File: src/rtl/keypad_scan_rx_if.sv
// Keypad scanner signal bundle: scan strobe and row sense in, column drive and key events out.
// The slave modport is the scanner's view; the master modport is the environment's view.
interface keypad_scan_rx_if;
  logic       tick;
  logic [3:0] row_n;
  logic [3:0] col_n;
  logic [3:0] key_code;
  logic       key_valid;
  logic       key_held;

  modport master (
    output tick,
    output row_n,
    input  col_n,
    input  key_code,
    input  key_valid,
    input  key_held
  );

  modport slave (
    input  tick,
    input  row_n,
    output col_n,
    output key_code,
    output key_valid,
    output key_held
  );
endinterface

File: src/rtl/keypad_scan_rx.sv
// 4x4 matrix keypad scanner/debouncer, stepped only by the scan strobe.
// Optional auto-repeat of a held key is compiled in with `define KEYPAD_REPEAT_EN.
module keypad_scan_rx #(
  parameter int DEBOUNCE_TICKS = 3,
  parameter int RELEASE_TICKS  = 2,
  parameter int REPEAT_DELAY   = 25,
  parameter int REPEAT_PERIOD  = 5
) (
  input logic              clk,
  input logic              rst,
  keypad_scan_rx_if.slave  kp
);

  if (DEBOUNCE_TICKS < 1 || DEBOUNCE_TICKS > 15 || RELEASE_TICKS < 1 || RELEASE_TICKS > 15 ||
      REPEAT_DELAY < 1 || REPEAT_PERIOD < 1) begin : g_param_range
    $error("keypad_scan_rx: parameter out of range");
  end

  localparam logic [3:0] DB_T = 4'(DEBOUNCE_TICKS);
  localparam logic [3:0] RL_T = 4'(RELEASE_TICKS);

  typedef enum logic [1:0] {
    SCAN     = 2'd0,
    DEBOUNCE = 2'd1,
    HELD     = 2'd2
  } state_t;

  function automatic logic [3:0] sat_inc4(input logic [3:0] v);
    return (v == 4'hF) ? v : v + 4'd1;
  endfunction

  function automatic logic [3:0] rot_left(input logic [3:0] c);
    return {c[2:0], c[3]};
  endfunction

  // Lowest set bit wins when several rows are pressed together.
  function automatic logic [1:0] low_idx(input logic [3:0] v);
    if (v[0])      return 2'd0;
    else if (v[1]) return 2'd1;
    else if (v[2]) return 2'd2;
    else           return 2'd3;
  endfunction

  // Stage p0/p1: two-flop synchronizer for the asynchronous row inputs.
  logic [3:0] row_sync_p0, row_sync_p1;

  always_ff @(posedge clk or posedge rst) begin
    if (rst) begin
      row_sync_p0 <= 4'hF;
      row_sync_p1 <= 4'hF;
    end else begin
      row_sync_p0 <= kp.row_n;
      row_sync_p1 <= row_sync_p0;
    end
  end

  logic [3:0] rs;
  assign rs = ~row_sync_p1;

  state_t     state_q, state_d;
  logic [3:0] col_q, col_d;
  logic [3:0] cnt_q, cnt_d;
  logic [3:0] rcnt_q, rcnt_d;
  logic [3:0] code_q, code_d;
  logic       valid_q, valid_d;
  logic       held_q, held_d;
  logic [3:0] pat_q;
  logic       latch;
  logic       accept;
  logic [3:0] cnt_inc, rcnt_inc;

  assign cnt_inc  = sat_inc4(cnt_q);
  assign rcnt_inc = sat_inc4(rcnt_q);

`ifdef KEYPAD_REPEAT_EN
  localparam int REP_MAX = (REPEAT_DELAY > REPEAT_PERIOD) ? REPEAT_DELAY : REPEAT_PERIOD;
  localparam int REP_W   = $clog2(REP_MAX + 1);
  localparam logic [REP_W-1:0] REP_DLY = REP_W'(REPEAT_DELAY);
  localparam logic [REP_W-1:0] REP_PER = REP_W'(REPEAT_PERIOD);

  function automatic logic [REP_W-1:0] sat_inc_rep(input logic [REP_W-1:0] v);
    return (v == {REP_W{1'b1}}) ? v : v + REP_W'(1);
  endfunction

  logic [REP_W-1:0] rep_q, rep_d, rep_inc;
  logic             rep_done_q, rep_done_d;

  assign rep_inc = sat_inc_rep(rep_q);
`endif

  always_comb begin
    state_d = state_q;
    col_d   = col_q;
    cnt_d   = cnt_q;
    rcnt_d  = rcnt_q;
    code_d  = code_q;
    held_d  = held_q;
    valid_d = 1'b0;
    latch   = 1'b0;
    accept  = 1'b0;
`ifdef KEYPAD_REPEAT_EN
    rep_d      = rep_q;
    rep_done_d = rep_done_q;
`endif
    if (kp.tick) begin
      case (state_q)
        SCAN: begin
          if (rs == 4'd0) begin
            col_d = rot_left(col_q);
          end else begin
            latch = 1'b1;
            cnt_d = 4'd1;
            if (DB_T == 4'd1) accept = 1'b1;
            else              state_d = DEBOUNCE;
          end
        end
        DEBOUNCE: begin
          if (rs == 4'd0) begin
            // Column stays put so the same key is re-sampled on the next strobe.
            state_d = SCAN;
          end else if (rs == pat_q) begin
            cnt_d = cnt_inc;
            if (cnt_inc >= DB_T) accept = 1'b1;
          end else begin
            latch = 1'b1;
            cnt_d = 4'd1;
          end
        end
        HELD: begin
          if (rs == 4'd0) begin
            rcnt_d = rcnt_inc;
            if (rcnt_inc >= RL_T) begin
              held_d  = 1'b0;
              col_d   = rot_left(col_q);
              rcnt_d  = 4'd0;
              state_d = SCAN;
            end
`ifdef KEYPAD_REPEAT_EN
            rep_d      = '0;
            rep_done_d = 1'b0;
`endif
          end else begin
            rcnt_d = 4'd0;
`ifdef KEYPAD_REPEAT_EN
            if (!rep_done_q) begin
              if (rep_inc >= REP_DLY) begin
                valid_d    = 1'b1;
                rep_done_d = 1'b1;
                rep_d      = '0;
              end else begin
                rep_d = rep_inc;
              end
            end else if (rep_inc >= REP_PER) begin
              valid_d = 1'b1;
              rep_d   = '0;
            end else begin
              rep_d = rep_inc;
            end
`endif
          end
        end
        default: state_d = SCAN;
      endcase

      if (accept) begin
        code_d  = {low_idx(rs), low_idx(~col_q)};
        valid_d = 1'b1;
        held_d  = 1'b1;
        cnt_d   = 4'd0;
        rcnt_d  = 4'd0;
        state_d = HELD;
`ifdef KEYPAD_REPEAT_EN
        rep_d      = '0;
        rep_done_d = 1'b0;
`endif
      end
    end
  end

  // Stage p2: control and output registers.
  always_ff @(posedge clk or posedge rst) begin
    if (rst) begin
      state_q <= SCAN;
      col_q   <= 4'b1110;
      cnt_q   <= 4'd0;
      rcnt_q  <= 4'd0;
      code_q  <= 4'd0;
      valid_q <= 1'b0;
      held_q  <= 1'b0;
    end else begin
      state_q <= state_d;
      col_q   <= col_d;
      cnt_q   <= cnt_d;
      rcnt_q  <= rcnt_d;
      code_q  <= code_d;
      valid_q <= valid_d;
      held_q  <= held_d;
    end
  end

`ifdef KEYPAD_REPEAT_EN
  always_ff @(posedge clk or posedge rst) begin
    if (rst) begin
      rep_q      <= '0;
      rep_done_q <= 1'b0;
    end else begin
      rep_q      <= rep_d;
      rep_done_q <= rep_done_d;
    end
  end
`endif

  // Latched row pattern is only read in DEBOUNCE, after it has been written.
  always_ff @(posedge clk) begin
    if (latch) pat_q <= rs;
  end

  assign kp.col_n     = col_q;
  assign kp.key_code  = code_q;
  assign kp.key_valid = valid_q;
  assign kp.key_held  = held_q;

endmodule

File: src/flat_wrapper.sv
// flat-port wrapper written by rule: the top's interface ports become plain ports
module keypad_scan_rx_flat 
#(
  parameter int DEBOUNCE_TICKS = 3,
  parameter int RELEASE_TICKS  = 2,
  parameter int REPEAT_DELAY   = 25,
  parameter int REPEAT_PERIOD  = 5
)
  (clk, rst, kp_tick, kp_row_n, kp_col_n, kp_key_code, kp_key_valid, kp_key_held);
  keypad_scan_rx_if kp_i ();
  input logic clk;
  input logic rst;
  input wire logic [$bits(kp_i.tick)-1:0] kp_tick;
  input wire logic [$bits(kp_i.row_n)-1:0] kp_row_n;
  output wire logic [$bits(kp_i.col_n)-1:0] kp_col_n;
  output wire logic [$bits(kp_i.key_code)-1:0] kp_key_code;
  output wire logic [$bits(kp_i.key_valid)-1:0] kp_key_valid;
  output wire logic [$bits(kp_i.key_held)-1:0] kp_key_held;
  assign kp_i.tick = kp_tick;
  assign kp_i.row_n = kp_row_n;
  assign kp_col_n = kp_i.col_n;
  assign kp_key_code = kp_i.key_code;
  assign kp_key_valid = kp_i.key_valid;
  assign kp_key_held = kp_i.key_held;
  keypad_scan_rx #(.DEBOUNCE_TICKS(DEBOUNCE_TICKS), .RELEASE_TICKS(RELEASE_TICKS), .REPEAT_DELAY(REPEAT_DELAY), .REPEAT_PERIOD(REPEAT_PERIOD)) u_core (.clk(clk), .rst(rst), .kp(kp_i));
endmodule
File: config.mk
export PLATFORM = sky130hd
export DESIGN_NAME = keypad_scan_rx_flat
export DESIGN_NICKNAME = d
export VERILOG_FILES = /design/src/rtl/keypad_scan_rx_if.sv /design/src/rtl/keypad_scan_rx.sv /design/src/flat_wrapper.sv
export SDC_FILE = /design/constraint.sdc
export NUM_CORES = 1
export LEC_CHECK = 0
export CORE_AREA = 2 2 57 59
export CTS_BUF_LIST = sky130_fd_sc_hd__clkbuf_4 sky130_fd_sc_hd__clkbuf_8 sky130_fd_sc_hd__clkbuf_16
export CTS_CLUSTER_SIZE = 24
export DETAILED_ROUTE_END_ITERATION = 8
export DIE_AREA = 0 0 59 61
export GPL_TIMING_DRIVEN = 0
export PLACE_DENSITY_LB_ADDON = 0.2
export SETUP_SLACK_MARGIN = 0.15
export SLEW_MARGIN = 30
export SYNTH_ARGS = -nofsm -noshare
export SYNTH_HDL_FRONTEND = slang
export SYNTH_SLANG_ARGS = --single-unit
File: constraint.sdc
create_clock -name clk -period 2.13 [get_ports clk]
set_clock_uncertainty 0.1 [all_clocks]
set_input_delay 0.213 -clock clk [delete_from_list [all_inputs] [get_ports clk]]
set_output_delay 0.213 -clock clk [all_outputs]
set_load 0.03 [all_outputs]
==> results of run 1 <==
## critical path, cell delays in order, from the launching register on
cell       delay (ns)
dfrtp_2          0.42
ha_4             0.15
a21bo_4          0.22
a2111oi_4        0.38
nor4_4           0.05
buf_4            0.15
a31oi_4          0.17
mux2_4           0.32
## synthesized netlist by cell type, drive strengths merged
cell,number
o221ai,1
nand4,2
a311oi,1
xor2,4
o22ai,1
nor2b,4
dfstp,11
nand3,5
a2111oi,1
a21boi,1
inv,12
o21ai,5
nand2,7
nor3b,1
a31oi,2
nand3b,2
or2,1
edfxtp,4
mux2i,1
mux2,5
a21bo,1
ha,3
a21o,2
nor4,1
nor3,2
nor2,3
a21oi,2
a41o,2
and2,5
nand2b,1
dfrtp,17
## layer usage
layer,vias to the layer above,wire (um)
met2,15,1340
met1,462,1050
met4,0,64
li1,459,-
met5,-,0
met3,8,81
## layout make-up
| class | count | area share |
|---|---|---|
| well taps | 33 | 0.0219 |
| inverters | 12 | 0.0239 |
| flip-flops and latches | 32 | 0.444 |
| clock inverters | 2 | 0.0186 |
| multi-input cells | 66 | 0.322 |
| clock buffers | 6 | 0.0239 |
| repair buffers | 29 | 0.146 |
## logic make-up (layout without fill, tap and decap cells)
family / Yosys count / in the layout / share of synthesized area
muxes: 6 / 6 / 0.0505
AOI/OAI and AO/OA: 19 / 19 / 0.114
adders and majority gates: 3 / 3 / 0.0271
xor gates and xnor gates: 4 / 4 / 0.0253
DFF: 32 / 32 / 0.602
buffers and inverters: 12 / 49 / 0.0325
and+or+nand+nor: 34 / 34 / 0.149
## worst paths after layout
| kind | cells after the start | slack, ns | endpoint |
|---|---|---|---|
| setup / recovery | 7 | 0.05 | u_core.rcnt_q[0] |
| hold / removal | 2 | 0.14 | u_core.cnt_q[1] |
| setup reg to reg | 7 | 0.05 | u_core.rcnt_q[0] |
| hold reg to reg | 0 | 0.26 | u_core.row_sync_p1[1] |
| max in group asynchronous | 2 | 1.40 | u_core.cnt_q[0] |
| min in group clk | 1 | 0.17 | u_core.row_sync_p0[0] |
## sequential cells by signal, indices dropped and copies added (netlist names)
| signal | cells |
|---|---|
| u_core.kp.key_valid | 1 |
| u_core.kp.key_code | 4 |
| u_core.rcnt_q | 4 |
| u_core.kp.col_n | 4 |
| u_core.state_q | 2 |
| u_core.pat_q | 4 |
| u_core.cnt_q | 4 |
| u_core.kp.key_held | 1 |
| u_core.row_sync_p0 | 4 |
| u_core.row_sync_p1 | 4 |
## through the flow
| step | TNS (ns) | cells | power (mW) | utilization |
|---|---|---|---|---|
| floorplan | 0 | 110 | 0.923 | - |
| global placement | -0.627 | 159 | 1.03 | 0.547 |
| detailed placement | -0.719 | 159 | 1.04 | 0.547 |
| CTS | -0.0278 | 175 | 1.51 | 0.601 |
| global route | -0.0404 | 180 | 1.60 | 0.637 |
| finish | 0 | 180 | 1.52 | 0.637 |
## what timing repair did
action / CTS / global route
cloned: 0 / 0
pin swaps: 4 / 2
buffers inserted: 8 / 5
setup endpoints to repair: 9 / 16
gates resized for setup: 2 / 15
## power by group
part           total (mW)  internal, mW  switching (mW)
logic               0.326         0.153           0.173
registers           0.736         0.692          0.0441
clock network       0.460         0.259           0.202
==> results.json, run 1 <==
{
  "cp-start-kind": "flop",
  "worst_slack_ns": 0.0470,
  "design_area_um2": 1880,
  "core_area_um2": 2950,
  "hp-class": "in -> async",
  "drt_first_pass_iters": 4,
  "clock_path_buffers": 2,
  "seqCellArea_um2": 836,
  "drc": 0,
  "synth_area_per_cell_um2": 12.6,
  "synth_cell_type_count": 35,
  "post-synth-top-area-cell": "dfrtp_1",
  "drt_iter0_markers": 28,
  "fillCellCount": 234,
  "grt_use_met3": 0.0448,
  "synth-seq-cells": 32,
  "setup.worst_path.end_class": "flop",
  "grt.met1_usage": 0.186,
  "drv_slew": 0,
  "n_antenna_cell": 0,
  "mostFrequentLayoutCells": "clkdlybuf4s50_1 (16), dfrtp_1 (16), inv_1 (11), buf_4 (11), dfstp_2 (11)",
  "finalCriticalPeriod_ns": 2.08,
  "cp.arrival_ns": 2.20,
  "fmax_ghz": 0.480,
  "clkTransAtPathRegs_ns": 0.10,
  "antenna_found_initial": 0,
  "finalWirelength_um": 2530,
  "grtUsageTotal": 0.160,
  "final_layout_size_suffix_gt1_frac": 0.367,
  "place_area_um2": 1620,
  "power_density_nw_per_um2": 809,
  "synth_top_area_frac": 0.307,
  "hold_viol_final": 0,
  "timing.hold.ws_ns": 0.138,
  "grt_first_pass_wirelength_um": 4080,
  "dp_hpwl_um": 1680,
  "fin_crit_sh": 0.978,
  "grt_pass1_vias": 958,
  "max-vdd-ir-drop_mv": 0.433,
  "rsz0062_at_grt": "true",
  "numCtsBuffers": 5,
  "layout.nets": 156,
  "die_y_um": 61,
  "crit_required_ns": 2.25,
  "synth_area_leaders": "dfrtp_1 (31%), dfstp_2 (21%), edfxtp_1 (8.7%)",
  "clk_latency_ns": 0.34,
  "met2_usage": 0.254,
  "ys.warnings.count": 0,
  "ctsHoldBuffers": 0,
  "setup_violations": 0,
  "dr_total_vias": 944,
  "outcome": "complete, no violations",
  "via_per_inst": 5.24,
  "critPathLaunch": "u_core.cnt_q[0]",
  "grt_max_degree": 29,
  "critPathKind": "reg -> reg",
  "postSynthCellCount": 110,
  "relSlewSlack": 0.630,
  "area_growth_pct": 35.7,
  "rows": 20,
  "ys_seq_area_frac": 0.602,
  "syn_area_um2": 1390,
  "syn_nets": 120,
  "gp_congestion": 0.756,
  "gr-max-usage-layer": "met2",
  "grt-ovfl-total": 0,
  "wl_per_cell_um": 14.1,
  "die_area_um2": 3600,
  "reg2reg_from": "u_core.cnt_q[0]",
  "tightest_slew_ns": 0.554,
  "drtAntennaViolNets": 0,
  "portBuffers": 16,
  "crit_fanout": 3,
  "cts_tree": "done",
  "place_ws_ns": -0.237,
  "multi_input_area_um2": 606,
  "p_leak_nw": 0.845,
  "pin_count": 17,
  "htree_levels": 2,
  "root_buffer": "clkbuf_4",
  "die_x_um": 59,
  "clkSinkCount": 32,
  "max_cap_violations": 0,
  "initial_core_util": 0.469
}
Power figures use the tool's default switching activity.
==> run 2: changes to the inputs <==
--- a/config.mk
+++ b/config.mk
@@ -13,7 +13,7 @@
 export GPL_TIMING_DRIVEN = 0
 export PLACE_DENSITY_LB_ADDON = 0.2
 export SETUP_SLACK_MARGIN = 0.15
-export SLEW_MARGIN = 30
+export SLEW_MARGIN = 0
 export SYNTH_ARGS = -nofsm -noshare
 export SYNTH_HDL_FRONTEND = slang
 export SYNTH_SLANG_ARGS = --single-unit
==> run 2 against run 1 <==
Cell area decreased by 2.5%. First-iteration DRC count is 7.1% lower. Cell count shrank 1.1%. Maximum frequency is 5.2% higher. Clock-buffer cell count unchanged. Routed wire length rose by 0.99%. Critical endpoint unchanged. Largest cell class unchanged. Highest routed layer unchanged.
==> results.json, run 2 (synthesis gave the netlist of run 1 again) <==
{
  "die_area_um2": 3600,
  "multi_input_area_um2": 586,
  "hp-start": "kp_row_n[0]",
  "fillCellCount": 250,
  "crit_required_ns": 2.25,
  "fmax_ghz": 0.505,
  "design_area_um2": 1830,
  "place_area_um2": 1620,
  "fin_crit_sh": 0.930,
  "hold_end": "u_core.row_sync_p0[0]",
  "seqCellArea_um2": 836,
  "die_x_um": 59,
  "drv_slew": 0,
  "slowest_stage": "dfrtp_2",
  "grtUsageTotal": 0.164,
  "area_growth_pct": 32.3,
  "holdPathStages": 1,
  "grt_pass1_vias": 945,
  "clock_path_buffers": 2,
  "cp-start-kind": "flop",
  "relSlewSlack": 0.323,
  "finalWirelength_um": 2560,
  "setup_violations": 0,
  "p_leak_nw": 0.822,
  "via_per_inst": 5.29,
  "tightest_slew_ns": 1.01,
  "ctsHoldBuffers": 0,
  "ff2ff_setup_slack_ns": 0.15,
  "reg2regPathDepth": 6,
  "core_area_um2": 2950,
  "outcome": "complete, no violations",
  "grt-ovfl-total": 0,
  "grt_max_degree": 29,
  "rsz0062_at_grt": "true",
  "cp.arrival_ns": 2.10,
  "drt_first_pass_iters": 4,
  "hp-class": "in -> reg",
  "max-vdd-ir-drop_mv": 0.564,
  "setup.worst_path.end_class": "flop",
  "die_y_um": 61,
  "worst_slack_ns": 0.150,
  "wl_per_cell_um": 14.4,
  "cpPeakStageDelay_ns": 0.45,
  "gp_congestion": 0.756,
  "dr_total_vias": 942,
  "critPathLaunch": "u_core.cnt_q[0]",
  "critPathKind": "reg -> reg",
  "max_cap_violations": 0,
  "rows": 20,
  "antenna_found_initial": 0,
  "n_antenna_cell": 0,
  "hold_viol_final": 0,
  "power_density_nw_per_um2": 823,
  "drtAntennaViolNets": 0,
  "r2r-end": "u_core.rcnt_q[0]",
  "power_mw": 1.51,
  "mostFrequentLayoutCells": "clkdlybuf4s50_1 (16), dfrtp_1 (16), inv_1 (12), dfstp_2 (11), buf_4 (10)",
  "clkTransAtPathRegs_ns": 0.10,
  "clk_latency_ns": 0.34,
  "crit_chain": "ha_4 -> nor2b_4 -> a2111oi_4 -> nor4_4 -> a31oi_4 -> mux2_4",
  "initial_core_util": 0.469,
  "drt_iter0_markers": 26,
  "finalCriticalPeriod_ns": 1.98,
  "dp_hpwl_um": 1680,
  "place_ws_ns": -0.206,
  "drc": 0,
  "reg2reg_from": "u_core.cnt_q[0]",
  "clkSinkCount": 32,
  "final_layout_size_suffix_gt1_frac": 0.338,
  "layout.nets": 154,
  "cts_tree": "done",
  "crit_fanout": 3,
  "pin_count": 17,
  "numCtsBuffers": 5,
  "portBuffers": 16,
  "htree_levels": 2,
  "root_buffer": "clkbuf_4",
  "grt_first_pass_wirelength_um": 4080
}
==> run 2: layer usage <==
metal / routed length (um) / up-vias / global-route usage
met1: 1100 / 473 / 0.184
met3: 117 / 4 / 0.0661
li1: - / 451 / -
met4: 61 / 0 / 0.107
met2: 1280 / 14 / 0.260
met5: 0 / - / 0
==> run 2: worst max-delay path by stage <==
stage	end	cells past startpoint	slack (ns)
floorplan	u_core.rcnt_q[0]	6	0.09
CTS	u_core.rcnt_q[0]	6	0.06
detailed placement	u_core.rcnt_q[0]	5	-0.21
global route	u_core.rcnt_q[0]	6	0.08
global placement	u_core.rcnt_q[0]	5	-0.22
finish	u_core.rcnt_q[0]	6	0.15
==> run 2: timing repair <==
| item | 4_1_cts | 5_1_grt |
|---|---|---|
| gates resized for setup | 2 | 9 |
| setup endpoints to repair | 8 | 15 |
| setup buffers | 7 | 4 |
| endpoints found under the hold margin | 0 | 0 |
| gates cloned | 0 | 0 |
| pin swaps | 4 | 7 |
==> run 2: final cells by class <==
type | instances | share of cell area
Tap cell | 33 | 0.0225
Multi-Input combinational cell | 66 | 0.319
Clock buffer | 6 | 0.0246
Inverter | 12 | 0.0246
Clock inverter | 2 | 0.0191
Timing Repair Buffer | 27 | 0.134
Sequential cell | 32 | 0.456
==> run 2: power by group <==
group          leakage [nW]  total (mW)  internal, mW  switching (mW)
combinational         0.410       0.318         0.148           0.170
clock                0.0456       0.456         0.259           0.198
sequential            0.366       0.735         0.692          0.0436
total                 0.822        1.51          1.10           0.411
==> run 2: stage by stage <==
stage                     instances  setup TNS, ns  hold WS, ns  utilization
after CTS                       174              0        0.160        0.599
final                           178              0        0.177        0.621
after floorplan                 110              0        0.117            -
after global routing            178              0        0.141        0.621
after detailed placement        159         -0.566        0.247        0.547
after global placement          159         -0.627        0.246        0.547
==> run 2: critical path: cells and delay by family (launching register included) <==
kind,cells,cell delay [ns]
AOI/OAI and AO/OA,2,0.54
DFF,1,0.45
muxes,1,0.31
adders and majority gates,1,0.25
and+or+nand+nor,2,0.21
